--- config.mk ---
export PLATFORM = sky130hd
export DESIGN_NAME = im_port_arbiter_flat
export DESIGN_NICKNAME = d
export VERILOG_FILES = /design/src/rtl/im_port_arbiter_if.sv /design/src/rtl/im_port_arbiter.sv /design/src/flat_wrapper.sv
export SDC_FILE = /design/constraint.sdc
export NUM_CORES = 1
export LEC_CHECK = 0
export CAP_MARGIN = 0
export CORE_AREA = 2 2 96 98
export DETAILED_ROUTE_END_ITERATION = 8
export DIE_AREA = 0 0 98 100
export PLACE_DENSITY = 0.69
export SLEW_MARGIN = 5
export SYNTH_ARGS = -nofsm -noshare
export SYNTH_HDL_FRONTEND = slang
export SYNTH_SLANG_ARGS = --single-unit
--- constraint.sdc ---
create_clock -name clk -period 6.8 [get_ports clk]
set_input_delay 1.02 -clock clk [delete_from_list [all_inputs] [get_ports clk]]
set_output_delay 1.02 -clock clk [all_outputs]
set_load 0.02 [all_outputs]
--- src/rtl/im_port_arbiter_if.sv ---
// Shared bus bundle between the instruction-memory port arbiter, its two
// requesters (fetch, loader) and the single-ported instruction RAM.
interface im_port_arbiter_if #(
  parameter int IDX_W = 11
);
  // Fetch side
  logic             f_req;
  logic [31:0]      f_addr;
  logic             f_gnt;
  logic             f_rvalid;
  logic [31:0]      f_rdata;
  logic             f_fault;
  // Loader side
  logic             l_req;
  logic             l_we;
  logic [31:0]      l_addr;
  logic [31:0]      l_wdata;
  logic             l_lock;
  logic             l_gnt;
  logic             l_rvalid;
  logic [31:0]      l_rdata;
  logic             l_fault;
  // RAM side
  logic             mem_en;
  logic             mem_we;
  logic [IDX_W-1:0] mem_idx;
  logic [31:0]      mem_wdata;
  logic [31:0]      mem_rdata;

  // Arbiter view
  modport slave (
    input  f_req, f_addr, l_req, l_we, l_addr, l_wdata, l_lock, mem_rdata,
    output f_gnt, f_rvalid, f_rdata, f_fault,
    output l_gnt, l_rvalid, l_rdata, l_fault,
    output mem_en, mem_we, mem_idx, mem_wdata
  );

  // Requester / RAM-model view
  modport master (
    output f_req, f_addr, l_req, l_we, l_addr, l_wdata, l_lock, mem_rdata,
    input  f_gnt, f_rvalid, f_rdata, f_fault,
    input  l_gnt, l_rvalid, l_rdata, l_fault,
    input  mem_en, mem_we, mem_idx, mem_wdata
  );
endinterface

--- src/rtl/im_port_arbiter.sv ---
// Shares one synchronous single-ported instruction RAM between the fetch
// stage and the program loader: byte-address to word-index translation,
// range/alignment fault detection, fixed-priority arbitration with a loader
// starvation override, and one-cycle response sequencing.
module im_port_arbiter #(
  parameter logic [31:0] BASE_ADDR    = 32'h00003000,
  parameter int          IDX_W        = 11,
  parameter int          STARVE_LIMIT = 4
) (
  input logic              clk,
  input logic              reset_n,
  im_port_arbiter_if.slave bus
);
  localparam int          SW         = $clog2(STARVE_LIMIT + 1);
  localparam logic [SW-1:0] STARVE_MAX = SW'(STARVE_LIMIT);
  // Size of the code segment in bytes; offsets at or above this fault.
  localparam logic [31:0] SPAN       = 32'd1 << (IDX_W + 2);
  localparam logic [1:0]  OWN_NONE   = 2'd0;
  localparam logic [1:0]  OWN_FETCH  = 2'd1;
  localparam logic [1:0]  OWN_LOAD   = 2'd2;

  logic [31:0]   f_off, l_off;
  logic          f_bad, l_bad;
  logic          starve_hit;
  logic          f_gnt_c, l_gnt_c;
  logic [SW-1:0] starve_d, starve_q;
  logic [1:0]    owner_d, owner_q;
  logic          fault_d, fault_q;
  logic          write_d, write_q;
  logic          f_own, l_own;

  // Offsets are modular, so addresses below the base wrap high and fault.
  always_comb begin
    f_off = bus.f_addr - BASE_ADDR;
    l_off = bus.l_addr - BASE_ADDR;
    f_bad = (bus.f_addr[1:0] != 2'b00) || (f_off >= SPAN);
    l_bad = (bus.l_addr[1:0] != 2'b00) || (l_off >= SPAN);
  end

  // Grant decision; gated by reset so outputs are quiet while reset is held.
  always_comb begin
    starve_hit = (starve_q == STARVE_MAX);
    l_gnt_c    = reset_n && bus.l_req && (bus.l_lock || !bus.f_req || starve_hit);
    f_gnt_c    = reset_n && bus.f_req && !bus.l_lock && !(bus.l_req && starve_hit);
  end

  // Saturating count of consecutive cycles the loader asked and was denied.
  always_comb begin
    starve_d = '0;
    if (bus.l_req && !l_gnt_c) begin
      starve_d = starve_hit ? starve_q : starve_q + 1'b1;
    end
  end

  // RAM drive: only a granted, non-faulting access touches the RAM.
  always_comb begin
    bus.mem_en    = 1'b0;
    bus.mem_we    = 1'b0;
    bus.mem_idx   = '0;
    bus.mem_wdata = '0;
    if (f_gnt_c && !f_bad) begin
      bus.mem_en    = 1'b1;
      bus.mem_idx   = f_off[IDX_W+1:2];
      bus.mem_wdata = bus.l_wdata;
    end else if (l_gnt_c && !l_bad) begin
      bus.mem_en    = 1'b1;
      bus.mem_we    = bus.l_we;
      bus.mem_idx   = l_off[IDX_W+1:2];
      bus.mem_wdata = bus.l_wdata;
    end
  end

  // Next response-register contents: who owns next cycle's response and how.
  always_comb begin
    owner_d = OWN_NONE;
    if (f_gnt_c) begin
      owner_d = OWN_FETCH;
    end else if (l_gnt_c) begin
      owner_d = OWN_LOAD;
    end
    fault_d = (f_gnt_c && f_bad) || (l_gnt_c && l_bad);
    write_d = l_gnt_c && bus.l_we;
  end

  // Response and starvation state; reset drops any in-flight response.
  always_ff @(posedge clk or negedge reset_n) begin
    if (!reset_n) begin
      owner_q  <= OWN_NONE;
      fault_q  <= 1'b0;
      write_q  <= 1'b0;
      starve_q <= '0;
    end else begin
      owner_q  <= owner_d;
      fault_q  <= fault_d;
      write_q  <= write_d;
      starve_q <= starve_d;
    end
  end

  // Response steering; read data passes only for non-faulting reads.
  always_comb begin
    f_own        = (owner_q == OWN_FETCH);
    l_own        = (owner_q == OWN_LOAD);
    bus.f_gnt    = f_gnt_c;
    bus.l_gnt    = l_gnt_c;
    bus.f_rvalid = f_own;
    bus.l_rvalid = l_own;
    bus.f_fault  = f_own && fault_q;
    bus.l_fault  = l_own && fault_q;
    bus.f_rdata  = (f_own && !fault_q && !write_q) ? bus.mem_rdata : 32'h0;
    bus.l_rdata  = (l_own && !fault_q && !write_q) ? bus.mem_rdata : 32'h0;
  end
endmodule

--- src/flat_wrapper.sv ---
// flat-port wrapper written by rule: the top's interface ports become plain ports
module im_port_arbiter_flat 
#(
  parameter logic [31:0] BASE_ADDR    = 32'h00003000,
  parameter int          IDX_W        = 11,
  parameter int          STARVE_LIMIT = 4
)
  (clk, reset_n, bus_f_req, bus_f_addr, bus_l_req, bus_l_we, bus_l_addr, bus_l_wdata, bus_l_lock, bus_mem_rdata, bus_f_gnt, bus_f_rvalid, bus_f_rdata, bus_f_fault, bus_l_gnt, bus_l_rvalid, bus_l_rdata, bus_l_fault, bus_mem_en, bus_mem_we, bus_mem_idx, bus_mem_wdata);
  im_port_arbiter_if #(.IDX_W(IDX_W)) bus_i ();
  input logic clk;
  input logic reset_n;
  input wire logic [$bits(bus_i.f_req)-1:0] bus_f_req;
  input wire logic [$bits(bus_i.f_addr)-1:0] bus_f_addr;
  input wire logic [$bits(bus_i.l_req)-1:0] bus_l_req;
  input wire logic [$bits(bus_i.l_we)-1:0] bus_l_we;
  input wire logic [$bits(bus_i.l_addr)-1:0] bus_l_addr;
  input wire logic [$bits(bus_i.l_wdata)-1:0] bus_l_wdata;
  input wire logic [$bits(bus_i.l_lock)-1:0] bus_l_lock;
  input wire logic [$bits(bus_i.mem_rdata)-1:0] bus_mem_rdata;
  output wire logic [$bits(bus_i.f_gnt)-1:0] bus_f_gnt;
  output wire logic [$bits(bus_i.f_rvalid)-1:0] bus_f_rvalid;
  output wire logic [$bits(bus_i.f_rdata)-1:0] bus_f_rdata;
  output wire logic [$bits(bus_i.f_fault)-1:0] bus_f_fault;
  output wire logic [$bits(bus_i.l_gnt)-1:0] bus_l_gnt;
  output wire logic [$bits(bus_i.l_rvalid)-1:0] bus_l_rvalid;
  output wire logic [$bits(bus_i.l_rdata)-1:0] bus_l_rdata;
  output wire logic [$bits(bus_i.l_fault)-1:0] bus_l_fault;
  output wire logic [$bits(bus_i.mem_en)-1:0] bus_mem_en;
  output wire logic [$bits(bus_i.mem_we)-1:0] bus_mem_we;
  output wire logic [$bits(bus_i.mem_idx)-1:0] bus_mem_idx;
  output wire logic [$bits(bus_i.mem_wdata)-1:0] bus_mem_wdata;
  assign bus_i.f_req = bus_f_req;
  assign bus_i.f_addr = bus_f_addr;
  assign bus_i.l_req = bus_l_req;
  assign bus_i.l_we = bus_l_we;
  assign bus_i.l_addr = bus_l_addr;
  assign bus_i.l_wdata = bus_l_wdata;
  assign bus_i.l_lock = bus_l_lock;
  assign bus_i.mem_rdata = bus_mem_rdata;
  assign bus_f_gnt = bus_i.f_gnt;
  assign bus_f_rvalid = bus_i.f_rvalid;
  assign bus_f_rdata = bus_i.f_rdata;
  assign bus_f_fault = bus_i.f_fault;
  assign bus_l_gnt = bus_i.l_gnt;
  assign bus_l_rvalid = bus_i.l_rvalid;
  assign bus_l_rdata = bus_i.l_rdata;
  assign bus_l_fault = bus_i.l_fault;
  assign bus_mem_en = bus_i.mem_en;
  assign bus_mem_we = bus_i.mem_we;
  assign bus_mem_idx = bus_i.mem_idx;
  assign bus_mem_wdata = bus_i.mem_wdata;
  im_port_arbiter #(.BASE_ADDR(BASE_ADDR), .IDX_W(IDX_W), .STARVE_LIMIT(STARVE_LIMIT)) u_core (.clk(clk), .reset_n(reset_n), .bus(bus_i));
endmodule
==> results of run 1 <==
registers in the layout, summed over array words and instances, names as in the netlist:
register / count
u_core.fault_q: 1
u_core.write_q: 1
u_core.starve_q: 3
u_core.owner_q: 2
cells by family (layout without fill, tap and decap cells):
logic type / after synthesis / in the layout / share of synthesized area, %
AOI/OAI and AO/OA: 39 / 39 / 17.1
and+or+nand+nor: 176 / 176 / 61.8
muxes: 1 / 1 / 0.623
adders and majority gates: 6 / 6 / 4.15
xor gates and xnor gates: 3 / 3 / 1.45
buffers and inverters: 17 / 261 / 5.19
DFF: 7 / 7 / 9.69
routing by layer:
layer / vias to the layer above / track usage [%]
met5: - / 0
met4: 0 / 2.24
met3: 5 / 5.22
met2: 163 / 36.1
met1: 1277 / 16.3
li1: 1377 / -
per-stage QoR:
stage | power [mW] | instance area [µm²] | util [%]
floorplan | 0.0963 | 1810 | -
global placement | 0.213 | 4390 | 49.4
detailed placement | 0.215 | 4390 | 49.4
CTS | 0.275 | 4440 | 49.9
global route | 0.290 | 4440 | 49.9
finish | 0.273 | 4440 | 49.9
how the worst max path moves through the flow:
stage / start / cells after the start / end
global route: bus_l_addr[12] / 9 / bus_mem_wdata[25]
detailed placement: bus_l_addr[12] / 9 / bus_mem_idx[9]
finish: bus_l_addr[12] / 9 / bus_mem_we
CTS: bus_l_addr[12] / 9 / bus_mem_idx[9]
floorplan: bus_l_addr[12] / 8 / bus_mem_wdata[2]
global placement: bus_l_addr[12] / 9 / bus_mem_idx[9]
report_power, final:
| group | internal, mW | total, mW | switching (mW) |
|---|---|---|---|
| Sequential | 0.0444 | 0.0465 | 0.00216 |
| Clock | 0.0407 | 0.0599 | 0.0193 |
| Combinational | 0.106 | 0.167 | 0.0603 |
tightest hold or removal path, stage by stage, from the launching register on:
cell,delay (ns)
dfrtp_1,0.35
a21oi_1,0.07
nor2b_1,0.11
cells in the final DEF (no fill, tap or decap), types with 2 or more instances in the layout:
cell,synthesis,routed
nor4b_1,4,4
or4_1,5,5
dfrtp_1,7,7
buf_4,2,3
nor2_1,5,5
nor3_1,8,8
nor2b_1,31,31
nor3b_2,0,2
xnor2_1,2,2
a21oi_1,9,9
a22o_1,10,10
o21ai_0,3,3
nand3_1,9,9
inv_1,6,6
clkdlybuf4s50_1,0,248
and3_1,2,2
nor3b_1,6,4
clkbuf_8,0,3
nand4b_1,3,3
o41ai_1,2,2
ha_1,6,6
or3_1,4,4
nor4_1,7,7
nor2b_2,7,7
nand2_1,9,9
a211oi_1,2,2
and2_1,72,72
area by class of cell:
type	instances	share of cell area, %
timing repair buffer	251	56.5
tap	111	3.13
inverter	6	0.508
clock buffer	4	1.02
multi-input combinational	225	34.9
sequential	7	3.95
==> impl_metrics.toml, run 1 <==
[yosys]
synthTopCellsByArea = "and2_1 25%, nor2b_1 11%, dfrtp_1 9.7%"
post-synth-top-area-cell = "and2_1"
synth_top_area_share_pct = 24.9
ys_types = 45
syn_nets = 389
synthArstFlopShare_pct = 100
syn-cell-area_mm2 = 0.00181
yosysWarnings = 0
synth_cells = 249
yosysMostFrequentCell = "and2_1"
synth_edf_count = 0
synth_common_cells = "72 x and2_1, 31 x nor2b_1, 10 x a22o_1"
ys_seq_area_share_pct = 9.69
avgSynthCellArea_um2 = 7.26
synth_ff_type = "dfrtp_1"
synth_seq_cells = 7

[layout]
final-seq-area_um2 = 175
area.growth.synth_to_final_pct = 145
drive_gt1_share_pct = 4.06
diodes = 0
stdcell_count = 604
multiInputGateArea_mm2 = 0.00155
final_nets = 634
fillCellCount = 887

[place]
dp_cells = 600
numPortBuffers = 248
gp_congestion = 0.824
dpl.hpwl_mm = 8.19
pre_cts_slack_ns = 1.05

[power]
p_per_area_mw_per_mm2 = 61.6
ir_drop_v = 0.0000422
p_leak_nw = 1.60

[critical_path]
rr_startpoint = "u_core.starve_q[0]"
rr_endpoint = "u_core.starve_q[1]"
startpoint_type = "input port"
end_kind = "output pin"
max_stage_delay_ns = 0.62
cp_cell_sequence = "clkdlybuf4s50_1 > ha_1 > or4_1 > or4_1 > nor3_1 > o2111a_1 > and3_1 > and2_1 > clkdlybuf4s50_1"
critPathSlowestCell = "clkdlybuf4s50_1"
critPathArrivalTime_ns = 4.73
crit_family = "simple AND/OR/NAND/NOR gates"
r2r_cells = 8
cp.buffers_inverters = 2
cp.required_ns = 5.78
worst-path-max-fanout = 11
path_class = "input port to output pin"
reg2reg_slack_ns = 5.35

[run_status]
outcome = "finished clean"

[clocking]
clock_latency_ns = 0.23
htree_levels = 1
numCtsBuffers = 3
clk_pin_slew_ns = 0.04
cts_tree = "done"
clock_sinks = 7
root_buffer = "clkbuf_8"
cts-hold-fix-buffers = 0
post_cts_resized = 0
clock_tree.buffer_depth = 2
cts_setup_buffers = 0

[min_path]
whs_endpoint = "u_core.starve_q[1]"
hold_start = "u_core.starve_q[1]"
whs_path_depth = 2
hp-class = "flop to flop"

[floorplan]
die_h_um = 100
core_mm2 = 0.00889
fp.dieW_um = 98
initial_core_util_pct = 20.3
die_area_mm2 = 0.00980
pin_count = 249
fp-row-count = 35

[drt]
vias_per_cell = 4.67
wl_per_cell_um = 15.0
firstDrtPassIters = 4
drc = 0
wl_met1_mm = 3.03
wl_met2_mm = 5.06
met3_wirelength_um = 933
routed_wl_mm = 9.06
antenna_left = 0
highest_layer = "met4"
via_count = 2822
drt_iter0_markers = 37

[sta]
period_needed_ns = 5.75
slew_viol_final = 0
fmax_ghz = 0.174
worstMarginPinSlew_ns = 0.989
final_hold_viol_count = 0
setup_viol_count_final = 0
hold_slack_ns = 0.577
tns_ns = 0
setup_ws_ns = 1.05
relSlewSlack_pct = 34.1
rsz0062_at_grt = "no"
fin_crit_sh_pct = 84.6
fin_worst_skew_ns = 0.00181

[global_route]
grt_pass1_wl_mm = 13.7
grt_pass1_vias = 2866
grt_max_degree = 34
grt.overflow.total = 0
antenna_found_initial = 0
grt_usage_pct = 17.1

[flow_run]
drv_cap = 0
No activity file was read; power rests on OpenSTA's default activity.
==> run 2: changes to the inputs <==
--- a/config.mk
+++ b/config.mk
@@ -6,9 +6,9 @@
 export NUM_CORES = 1
 export LEC_CHECK = 0
 export CAP_MARGIN = 0
-export CORE_AREA = 2 2 96 98
+export CORE_AREA = 2 2 98 100
 export DETAILED_ROUTE_END_ITERATION = 8
-export DIE_AREA = 0 0 98 100
+export DIE_AREA = 0 0 100 102
 export PLACE_DENSITY = 0.69
 export SLEW_MARGIN = 5
 export SYNTH_ARGS = -nofsm -noshare
==> constraint.sdc (replaced) <==
create_clock -name clk -period 5.2 [get_ports clk]
set_input_delay 0.78 -clock clk [delete_from_list [all_inputs] [get_ports clk]]
set_output_delay 0.78 -clock clk [all_outputs]
set_load 0.02 [all_outputs]
==> run 2 against run 1 <==
  * First-iteration DRC count decreased by 38%
  * Total power increased by 30%
  * Count of clock-buffer cells in the layout unchanged
  * Flip-flop and latch count unchanged
  * Sequential power increased by 31%
  * Wire length increased by 3.7%
  * Cell count increased by 1.2%
  * Via count unchanged
  * Worst hold slack improved by 0.0072 ns
  * Register-to-register slack got worse by 1.6 ns
  * Largest cell class unchanged
==> impl_metrics.toml, run 2 (synthesis results as in run 1) <==
[run_status]
outcome = "finished clean"

[drt]
drc = 0
via_count = 2822
firstDrtPassIters = 4
routed_wl_mm = 9.40
wl_per_cell_um = 15.4
antenna_left = 0
vias_per_cell = 4.62
drt_iter0_markers = 23

[sta]
fin_worst_skew_ns = 0.00409
period_needed_ns = 4.89
final_hold_viol_count = 0
worstMarginPinSlew_ns = 0.531
rsz0062_at_grt = "no"
fmax_ghz = 0.204
tns_ns = 0
setup_viol_count_final = 0
relSlewSlack_pct = 64.3
fin_crit_sh_pct = 94.1
slew_viol_final = 0

[critical_path]
end_kind = "output pin"
startpoint_type = "input port"
worst-path-max-fanout = 22
cp.required_ns = 4.42
critPathArrivalTime_ns = 4.11
path_class = "input port to output pin"

[floorplan]
fp-row-count = 35
fp.dieW_um = 100
core_mm2 = 0.00911
die_h_um = 102
initial_core_util_pct = 19.8
pin_count = 249
die_area_mm2 = 0.0102

[clocking]
clk_pin_slew_ns = 0.04
clock_sinks = 7
root_buffer = "clkbuf_8"
cts-hold-fix-buffers = 0
clock_latency_ns = 0.22
cts_tree = "done"
clock_tree.buffer_depth = 2
htree_levels = 1
numCtsBuffers = 3

[power]
ir_drop_v = 0.0000445
p_leak_nw = 1.63
p_per_area_mw_per_mm2 = 79.1

[flow_run]
drv_cap = 0

[global_route]
grt_usage_pct = 16.8
antenna_found_initial = 0
grt_max_degree = 33
grt_pass1_wl_mm = 13.5
grt.overflow.total = 0
grt_pass1_vias = 2772

[layout]
final_nets = 640
drive_gt1_share_pct = 5.41
final-seq-area_um2 = 175
area.growth.synth_to_final_pct = 148
multiInputGateArea_mm2 = 0.00155
regMostFlops = "u_core.starve_q"
final_common_cell = "clkdlybuf4s50_1"
fin_util_pct = 49.2
reg_top3 = "u_core.starve_q (3), u_core.owner_q (2)"
largest_reg_flops = 3
stdcell_count = 611
fillCellCount = 898
mostFrequentLayoutCells = "248 x clkdlybuf4s50_1, 72 x and2_1, 31 x nor2b_1, 10 x a22o_1"

[min_path]
hp-class = "flop to flop"

[place]
dpl.hpwl_mm = 8.60
numPortBuffers = 248
dp_cells = 606
gp_congestion = 0.842
==> run 2: per-stage QoR <==
stage	hold WS [ns]	setup WS [ns]	power [mW]	instance area (µm²)
floorplan	0.484	1.35	0.126	1810
global placement	0.558	0.176	0.280	4440
detailed placement	0.584	0.123	0.282	4440
CTS	0.597	0.109	0.358	4480
global route	0.642	0.0733	0.377	4480
finish	0.584	0.306	0.355	4480
==> run 2: final timing paths <==
kind	from	end	slack, ns	cells past startpoint
worst max-delay path	bus_l_addr[13]	bus_mem_wdata[0]	0.31	10
worst min-delay path	u_core.starve_q[1]	u_core.starve_q[1]	0.58	2
worst max register to register	u_core.starve_q[0]	u_core.starve_q[1]	3.75	8
worst min register to register	u_core.starve_q[1]	u_core.starve_q[1]	0.58	2
max in group asynchronous	reset_n	u_core.fault_q	4.08	1
min in group asynchronous	reset_n	u_core.starve_q[0]	0.84	1
==> run 2: report_power, final <==
part / internal, mW / switching [mW]
Combinational: 0.140 / 0.0795
Clock: 0.0529 / 0.0215
Sequential: 0.0580 / 0.00281
Total: 0.251 / 0.104
==> run 2: worst max-delay path, cell delays in order <==
cell	delay, ns
clkdlybuf4s50_1	0.47
ha_1	0.24
or4_1	0.45
or4_1	0.54
nor3_1	0.14
o2111a_1	0.32
a32oi_4	0.14
buf_4	0.22
nor2b_1	0.17
clkdlybuf4s50_1	0.63
==> run 2: what timing repair did <==
item / CTS / global route
setup endpoints to repair: 0 / 11
gates resized for setup: 0 / 1
buffers inserted: 0 / 0
==> run 2: final cells by class <==
type,count,share of cell area [%]
antenna,1,0.0558
timing repair buffer,257,56.9
sequential,7,3.91
clock buffer,4,1.00
tap,111,3.10
multi-input combinational,225,34.6
inverter,6,0.502
==> run 2: layer usage <==
layer	GRT usage, %	vias up	wire, µm
met4	4.95	0	125
met5	0	-	0
met3	4.86	8	958
li1	-	1397	-
met2	35.8	162	5260
met1	14.9	1255	3050
==> patch, RTL diff (settings of run 2) <==
`IDX_W` is set to 11 in 3 places; all go to 12.
--- a/src/rtl/im_port_arbiter_if.sv
+++ b/src/rtl/im_port_arbiter_if.sv
@@ -1,7 +1,7 @@
 // Shared bus bundle between the instruction-memory port arbiter, its two
 // requesters (fetch, loader) and the single-ported instruction RAM.
 interface im_port_arbiter_if #(
-  parameter int IDX_W = 11
+  parameter int IDX_W = 12
 );
   // Fetch side
   logic             f_req;
--- a/src/rtl/im_port_arbiter.sv
+++ b/src/rtl/im_port_arbiter.sv
@@ -4,7 +4,7 @@
 // starvation override, and one-cycle response sequencing.
 module im_port_arbiter #(
   parameter logic [31:0] BASE_ADDR    = 32'h00003000,
-  parameter int          IDX_W        = 11,
+  parameter int          IDX_W        = 12,
   parameter int          STARVE_LIMIT = 4
 ) (
   input logic              clk,
--- a/src/flat_wrapper.sv
+++ b/src/flat_wrapper.sv
@@ -2,7 +2,7 @@
 module im_port_arbiter_flat 
 #(
   parameter logic [31:0] BASE_ADDR    = 32'h00003000,
-  parameter int          IDX_W        = 11,
+  parameter int          IDX_W        = 12,
   parameter int          STARVE_LIMIT = 4
 )
   (clk, reset_n, bus_f_req, bus_f_addr, bus_l_req, bus_l_we, bus_l_addr, bus_l_wdata, bus_l_lock, bus_mem_rdata, bus_f_gnt, bus_f_rvalid, bus_f_rdata, bus_f_fault, bus_l_gnt, bus_l_rvalid, bus_l_rdata, bus_l_fault, bus_mem_en, bus_mem_we, bus_mem_idx, bus_mem_wdata);
Ports: changed (resized bus_mem_idx); port bits go from 249 to 250. No check against the original RTL was run, so the function may have changed too.
==> patch against run 2 <==
Final area fell by 2.4%; sequential share of layout area rose by 0.097 points; power fell by 2.5%; setup slack improved by 0.0032 ns; routed wire length fell by 8.9%; count of clock-buffer cells in the layout did not move; worst hold slack improved by 0.00060 ns; sequential cell count did not move; area after synthesis fell by 5.0%; clock power rose by 0.8%.
==> patch: results (changes against run 2) <==
Detailed routing
  • Routed met1 length: 3090 um (+1.5%)
  • WL met3: 767 um (-20%)
  • Starting DRT DRC Count: 66 (+190%)
  • Drt total wl: 8560 um (-8.9%)
  • Vias per inst: 4.45 (-3.7%)
  • Met2 routed WL: 4580 um (-13%)
  • Drt first pass iters: 4 (unchanged)

Synth
  • Post-synth top cells: and2_1, a22o_1, nor2_1
  • Synthesized net count: 379 (-2.6%)
  • Top post-synthesis cells by area: and2_1, dfrtp_1, a22o_1, ha_1, nor4_4
  • Adder-cell share of the synthesized area: 0.0291 (-0.0124)
  • Synth Warn #: 0 (unchanged)
  • Compound-cell area share of the yosys netlist: 0.184 (+0.0133)
  • Sequential element share of the synthesized area: 0.102 (+0.00508)
  • Synth Area in XOR/XNOR: 0.0102 (-0.00434)
  • Post-synthesis mux area share: 0.00583 (-0.000402)

Final layout
  • Biggest registers after layout: u_core.starve_q x3, u_core.owner_q x2
  • Share of cells above drive strength 1: 0.0328 (-0.0213)
  • Ant diodes: 0 (-1)

Clock tree
  • PostCTS Resize Cnt: 0 (unchanged)
  • Clock Tree Buf Depth: 2 (unchanged)
  • Post CTS Setup Buffer Count: 0 (unchanged)
  • CTS buffer count: 3 (unchanged)

Place
  • PortBufs: 249 (+0.40%)
  • Routability-driven placement congestion ratio: 0.868 (+3.1%)
  • Dpl hpwl: 7660 um (-11%)
  • Post-Place Worst Slack: 0.288 ns (+0.165 ns)

Global route
  • Largest net degree at the start of global routing: 34 (+3.0%)
  • Vias in the first global route: 2550 (-8.0%)
  • Gr usage total: 0.149 (-0.0189)

STA
  • Slew margin rel.: 0.584 (-0.0589)
  • Final Skew: 0.00315 ns (-0.000944 ns)

Critical path
  • Reg2reg start: u_core.starve_q[0]
  • CP Launch Point: bus_l_addr[12]
  • Peak fanout along the critical path: 5 (-77%)

Status
  • Outcome: completed

Pwr
  • Pleak: 1.63 nW (about the same)
  • Maximum VDD drop: 0.0590 mV (+32%)
-- patch: cells by family after synthesis --
family	count (synthesis)
buf+inv	19
compound gates	40
mux	1
flops	7
fa+ha+maj	4
simple gates	168
xor+xnor	2
-- patch: final timing paths --
path	end	slack, ns	cells past startpoint
hold reg to reg	u_core.starve_q[1]	0.58	2
hold / removal	u_core.starve_q[1]	0.58	2
max in group asynchronous	u_core.starve_q[1]	4.06	1
setup / recovery	bus_mem_we	0.31	9
min in group asynchronous	u_core.starve_q[2]	0.85	1
setup reg to reg	u_core.starve_q[1]	3.74	8
-- patch: through the flow --
step	hold slack (ns)	area (um2)	cells
2_1_floorplan	0.484	1720	241
3_3_place_gp	0.565	4330	595
3_5_place_dp	0.580	4330	595
4_1_cts	0.586	4380	599
5_1_grt	0.628	4380	599
6_report	0.584	4380	599
-- patch: power breakdown --
part / switching [mW] / total (mW) / internal, mW
logic: 0.0762 / 0.210 / 0.134
clock network: 0.0221 / 0.0750 / 0.0529
registers: 0.00285 / 0.0609 / 0.0580
-- patch: critical path, stage by stage --
cell             delay [ns]
clkdlybuf4s50_1        0.48
ha_1                   0.27
or3_1                  0.43
or3_1                  0.33
o22ai_1                0.19
nand3_1                0.24
nor4_1                 0.59
and2_1                 0.21
clkdlybuf4s50_1        0.61
-- patch: final cells by class --
class	count	area, um2
sequential	7	175
timing repair buffer	254	2530
multi-input combinational	215	1460
inverter	8	30.0
fill	889	4730
clock buffer	4	45.0
tap	111	139
-- patch: per-layer routing --
metal	track usage	vias to the layer above
met5	0	-
met4	0.0316	0
li1	-	1338
met2	0.296	148
met3	0.0267	8
met1	0.164	1169
